<file path="src/rtl/regfile_write_arbiter.sv">
// regfile_write_arbiter
//   Two-producer write front end for the register file. Each producer (A, B)
//   hands over write requests via valid/ready into a one-entry buffer. A
//   round-robin arbiter drains one buffer per cycle into a registered write
//   port that feeds the register file directly.
//
// Ports:
//   clk, reset                     clock, async active-high reset
//   a_valid/a_ready/a_address/a_data   producer A request channel
//   b_valid/b_ready/b_address/b_data   producer B request channel
//   write_enable/write_address/write_data_out   registered register-file write port
//   writes_issued                  saturating count of write_enable pulses
//   err_out_of_range               sticky flag: an out-of-range request was dropped
//
// NUM_ADDRESS must be at least 2 so the address is at least one bit wide.

// Per-producer one-entry request buffer.
module regfile_write_arbiter_port #(
  parameter int NUM_ADDRESS = 16,
  parameter int DATA_LENGTH = 32,
  parameter int AW          = $clog2(NUM_ADDRESS)
) (
  input  logic                   clk,
  input  logic                   reset,
  input  logic                   valid,
  input  logic [AW-1:0]          address,
  input  logic [DATA_LENGTH-1:0] data,
  input  logic                   grant,
  output logic                   ready,
  output logic                   full,
  output logic [AW-1:0]          buf_address,
  output logic [DATA_LENGTH-1:0] buf_data,
  output logic                   oor_drop
);
  logic accept, in_range;

  // A granted entry leaves this cycle, so the slot can take a new request.
  assign ready  = ~full | grant;
  assign accept = valid & ready;

  // With a power-of-two depth every encodable address is legal.
  if (NUM_ADDRESS == (1 << AW)) begin : g_pow2
    assign in_range = 1'b1;
  end else begin : g_limit
    assign in_range = (address < AW'(NUM_ADDRESS));
  end

  // Out-of-range requests complete the handshake but are never buffered.
  assign oor_drop = accept & ~in_range;

  always_ff @(posedge clk or posedge reset) begin
    if (reset) begin
      full        <= 1'b0;
      buf_address <= '0;
      buf_data    <= '0;
    end else if (accept && in_range) begin
      full        <= 1'b1;
      buf_address <= address;
      buf_data    <= data;
    end else if (grant) begin
      full        <= 1'b0;
    end
  end
endmodule

module regfile_write_arbiter #(
  parameter  int NUM_ADDRESS = 16,
  parameter  int DATA_LENGTH = 32,
  parameter  int COUNT_WIDTH = 16,
  localparam int AW          = $clog2(NUM_ADDRESS)
) (
  input  logic                   clk,
  input  logic                   reset,
  input  logic                   a_valid,
  output logic                   a_ready,
  input  logic [AW-1:0]          a_address,
  input  logic [DATA_LENGTH-1:0] a_data,
  input  logic                   b_valid,
  output logic                   b_ready,
  input  logic [AW-1:0]          b_address,
  input  logic [DATA_LENGTH-1:0] b_data,
  output logic                   write_enable,
  output logic [AW-1:0]          write_address,
  output logic [DATA_LENGTH-1:0] write_data_out,
  output logic [COUNT_WIDTH-1:0] writes_issued,
  output logic                   err_out_of_range
);
  localparam int NUM_PORTS = 2;  // index 0 = A, 1 = B

  logic [NUM_PORTS-1:0]                  port_valid, port_ready, port_full;
  logic [NUM_PORTS-1:0]                  port_grant, port_oor;
  logic [NUM_PORTS-1:0][AW-1:0]          port_addr, buf_addr;
  logic [NUM_PORTS-1:0][DATA_LENGTH-1:0] port_data, buf_data;
  logic                                  ptr;  // 0: A has priority, 1: B

  assign port_valid = {b_valid, a_valid};
  assign port_addr  = {b_address, a_address};
  assign port_data  = {b_data, a_data};
  assign a_ready    = port_ready[0];
  assign b_ready    = port_ready[1];

  for (genvar p = 0; p < NUM_PORTS; p++) begin : g_port
    regfile_write_arbiter_port #(
      .NUM_ADDRESS (NUM_ADDRESS),
      .DATA_LENGTH (DATA_LENGTH),
      .AW          (AW)
    ) u_port (
      .clk         (clk),
      .reset       (reset),
      .valid       (port_valid[p]),
      .address     (port_addr[p]),
      .data        (port_data[p]),
      .grant       (port_grant[p]),
      .ready       (port_ready[p]),
      .full        (port_full[p]),
      .buf_address (buf_addr[p]),
      .buf_data    (buf_data[p]),
      .oor_drop    (port_oor[p])
    );
  end

  // Grant looks only at buffered state, keeping valid off the ready path.
  always_comb begin
    port_grant = '0;
    case (port_full)
      2'b01:   port_grant = 2'b01;
      2'b10:   port_grant = 2'b10;
      2'b11:   port_grant = ptr ? 2'b10 : 2'b01;
      default: port_grant = '0;
    endcase
  end

  always_ff @(posedge clk or posedge reset) begin
    if (reset) begin
      ptr              <= 1'b0;
      write_enable     <= 1'b0;
      write_address    <= '0;
      write_data_out   <= '0;
      writes_issued    <= '0;
      err_out_of_range <= 1'b0;
    end else begin
      write_enable <= |port_grant;
      if (|port_grant) begin
        write_address  <= port_grant[1] ? buf_addr[1] : buf_addr[0];
        write_data_out <= port_grant[1] ? buf_data[1] : buf_data[0];
        // Winner loses priority: granting A hands the pointer to B and vice versa.
        ptr            <= port_grant[0];
        if (writes_issued != {COUNT_WIDTH{1'b1}})
          writes_issued <= writes_issued + COUNT_WIDTH'(1);
      end
      if (|port_oor)
        err_out_of_range <= 1'b1;
    end
  end
endmodule

</file>
<file path="config.mk">
export PLATFORM = sky130hd
export DESIGN_NAME = regfile_write_arbiter
export DESIGN_NICKNAME = d
export VERILOG_FILES = /design/src/rtl/regfile_write_arbiter.sv
export SDC_FILE = /design/constraint.sdc
export NUM_CORES = 1
export LEC_CHECK = 0
export CORE_UTILIZATION = 40
export CTS_CLUSTER_DIAMETER = 30
export CTS_CLUSTER_SIZE = 30
export DETAILED_ROUTE_END_ITERATION = 16
export GPL_TIMING_DRIVEN = 0
export PLACE_DENSITY = 0.66
export REMOVE_ABC_BUFFERS = 1
export SLEW_MARGIN = 0
export SYNTH_ARGS = -nofsm -noshare
export SYNTH_HDL_FRONTEND = slang
export SYNTH_SLANG_ARGS = --single-unit
export TNS_END_PERCENT = 1
</file>
<file path="constraint.sdc">
create_clock -name clk -period 11.12 [get_ports clk]
set_input_delay 1.112 -clock clk [delete_from_list [all_inputs] [get_ports clk]]
set_output_delay 1.112 -clock clk [all_outputs]
set_load 0.02 [all_outputs]
</file>
==> results.json <==
{
  "status": "complete, no violations",
  "fin_skew_ns": 0.00661,
  "track_usage": 0.191,
  "die_area_sq_um": 13500,
  "post-place-cells": 654,
  "synth_top_area_frac": 0.615,
  "slew_violations": 0,
  "viasPerCell": 5.11,
  "antenna_found_initial": 0,
  "portBuffers": 130,
  "die_x_um": 116,
  "required_ns": 10.01,
  "yosysTopAreaCell": "dfrtp_1",
  "antenna_left": 0,
  "hold_buffers": 0,
  "setup_viol": 0,
  "synth_seq_cells": 128,
  "hold_path_class": "register to register",
  "avgRoutedWirePerCell_um": 17.4,
  "rows": 41,
  "start_kind": "register",
  "synthToLayoutAreaGrowth_pct": 40.8,
  "clock-root-buffer": "clkbuf_16",
  "initial_core_util": 0.411,
  "power.leakage_nw": 3.28,
  "p_per_area_nw_per_um2": 258,
  "critPathArrivalTime_ns": 1.67,
  "drive_gt1_frac": 0.236,
  "cts_buffers": 17,
  "cts_setup_buffers": 0,
  "nets": 578,
  "yosys-top-cells-area": "dfrtp_1, mux2_2, a22o_1",
  "critPathTopFamily": "buffers and inverters",
  "grt_use_met2": 0.293,
  "avgSynthCellArea_sq_um": 14.3,
  "synthTopCellsByCount": "dfrtp_1, mux2_2, a21o_1, a22o_1, nand3_1",
  "met3_usage": 0.0732,
  "path_buf_inv": 1,
  "cts.repair.resized": 0,
  "gr-total-overflow": 0,
  "place.gp.congestion": 0.803,
  "grt_max_degree": 72,
  "postSynthCellCount": 365,
  "cts.sinks": 128,
  "synth_most_common_cell": "dfrtp_1",
  "clkLatencyLatePin_ns": 0.41,
  "drt-pass1-iter-count": 4,
  "drt_iter0_markers": 226,
  "cts_tree": "built",
  "clk_pin_slew_worst_paths_ns": 0.05,
  "htree_levels": 4,
  "irDropWorstVdd_mv": 0.117,
  "crit_slowest_cell": "clkdlybuf4s50_1",
  "num_vias": 3500,
  "ys_seq_area_frac": 0.615,
  "maxCapViolations": 0,
  "syn_area_sq_um": 5210,
  "final_cells": 685,
  "fin_crit_sh": 0.250,
  "coreArea_sq_um": 12700,
  "die_h_um": 116,
  "period_minus_slack_ns": 2.78,
  "fin_tns_setup_ns": 0,
  "first_global_vias": 3719,
  "route.detailed.drc": 0,
  "final_hold_viol_count": 0,
  "path_max_fanout": 5,
  "synth.distinct_cells": 36,
  "place_hpwl_um": 7730,
  "rsz0062_at_grt": "false",
  "ys_warn_count": 0,
  "end_kind": "output pin",
  "fmax_ghz": 0.359,
  "drt_wl_total_um": 11900,
  "diodes": 0,
  "worst_pin_slew_ns": 1.06,
  "criticalPathCategory": "register to output pin",
  "synth_edf_count": 0,
  "grtUsageMet1": 0.245,
  "fillers": 1038,
  "timing.slew.headroom": 0.291,
  "io_pins": 132,
  "worstPathCellList": "nand3_1 > clkdlybuf4s50_1",
  "clockBufferDepth": 2,
  "slowest_delay_ns": 0.63,
  "async_reset_ff_frac": 1.00,
  "grt_first_pass_wirelength_um": 19300,
  "yosys_most_used_dff": "dfrtp_1",
  "grt_busiest_layer": "met2"
}
## flip-flops by register name, indices dropped and copies added (netlist names)
name / flops
g_port.u_port.buf_data: 64
writes_issued: 16
write_data_out: 32
ptr: 1
g_port.u_port.buf_address: 8
write_enable: 1
g_port.u_port.full: 2
write_address: 4
## routing by layer
metal / vias up / wire (um) / share of wire
met4: 0 / 149 / 0.012
li1: 1613 / - / -
met5: - / 0 / 0
met3: 14 / 918 / 0.077
met2: 108 / 5530 / 0.46
met1: 1765 / 5350 / 0.45
## cell families (layout without fill, tap and decap cells)
family	count (synthesis)	after routing	share of synthesized area
AO/OA/AOI/OAI	80	80	0.123
XOR/XNOR	8	8	0.0134
adder cells (fa/ha/maj)	1	1	0.00240
buffers and inverters	22	170	0.0223
flip-flops	128	128	0.615
multiplexers	76	76	0.165
other	1	1	0.000720
AND/OR/NAND/NOR	49	49	0.0586
## worst register-to-register path: cells and delay by family, from the launching register on
kind	cells	cell delay, ns
flops	1	0.45
buf+inv	1	0.24
simple gates	3	1.29
compound gates	1	0.24
## final cells by class
type                       count  area (sq um)  share of cell area
clock buffer                  26           529              0.0721
clock inverter                 5          50.0             0.00682
inverter                       4          20.0             0.00273
multi-input combinational    215          1900               0.259
sequential                   128          3200               0.437
tap                          172           215              0.0293
timing repair buffer         135          1420               0.193
## where the power goes
| group | switching [mW] | leakage (nW) | internal, mW |
|---|---|---|---|
| registers | 0.101 | 1.52 | 0.621 |
| logic | 0.299 | 1.46 | 0.340 |
| clock network | 0.187 | 0.292 | 0.346 |
| total | 0.587 | 3.28 | 1.31 |
## worst paths after layout
path	from	to	slack, ns	depth (start not counted)
min in group asynchronous	reset	g_port[0].u_port.buf_data[23]$_DFFE_PP0P_	1.14	2
max in group asynchronous	reset	write_data_out[14]$_DFFE_PP0P_	9.26	3
worst min register to register	g_port[0].u_port.buf_data[2]$_DFFE_PP0P_	write_data_out[2]$_DFFE_PP0P_	0.47	1
worst min-delay path	g_port[0].u_port.buf_data[2]$_DFFE_PP0P_	write_data_out[2]$_DFFE_PP0P_	0.47	1
worst max register to register	g_port[0].u_port.full$_DFFE_PP0P_	write_data_out[12]$_DFFE_PP0P_	8.84	5
worst max-delay path	g_port[0].u_port.full$_DFFE_PP0P_	b_ready	8.34	2
## through the flow
| stage | hold slack, ns | setup WS, ns | total power [mW] | area, sq um | utilization |
|---|---|---|---|---|---|
| after global placement | 0.451 | 4.86 | 1.34 | 6630 | 0.523 |
| after floorplan | 0.444 | 6.60 | 1.07 | 5110 | - |
| after detailed placement | 0.462 | 8.47 | 1.37 | 6760 | 0.533 |
| after CTS | 0.473 | 8.32 | 1.91 | 7340 | 0.579 |
| after global routing | 0.477 | 8.25 | 1.99 | 7340 | 0.579 |
| final | 0.469 | 8.34 | 1.89 | 7340 | 0.579 |
## placed cells by master (no fill, tap or decap), drive strengths merged, types with 5 or more instances in the layout
cell	synthesis	routed
mux2	75	75
nand2	9	9
a21o	36	36
nor2	7	7
clkdlybuf4s50	0	130
xor2	7	7
buf	14	5
nand4	5	5
clkbuf	4	26
dfrtp	128	128
a22o	36	36
nand3	10	10
(Power assumes the default switching activity.)
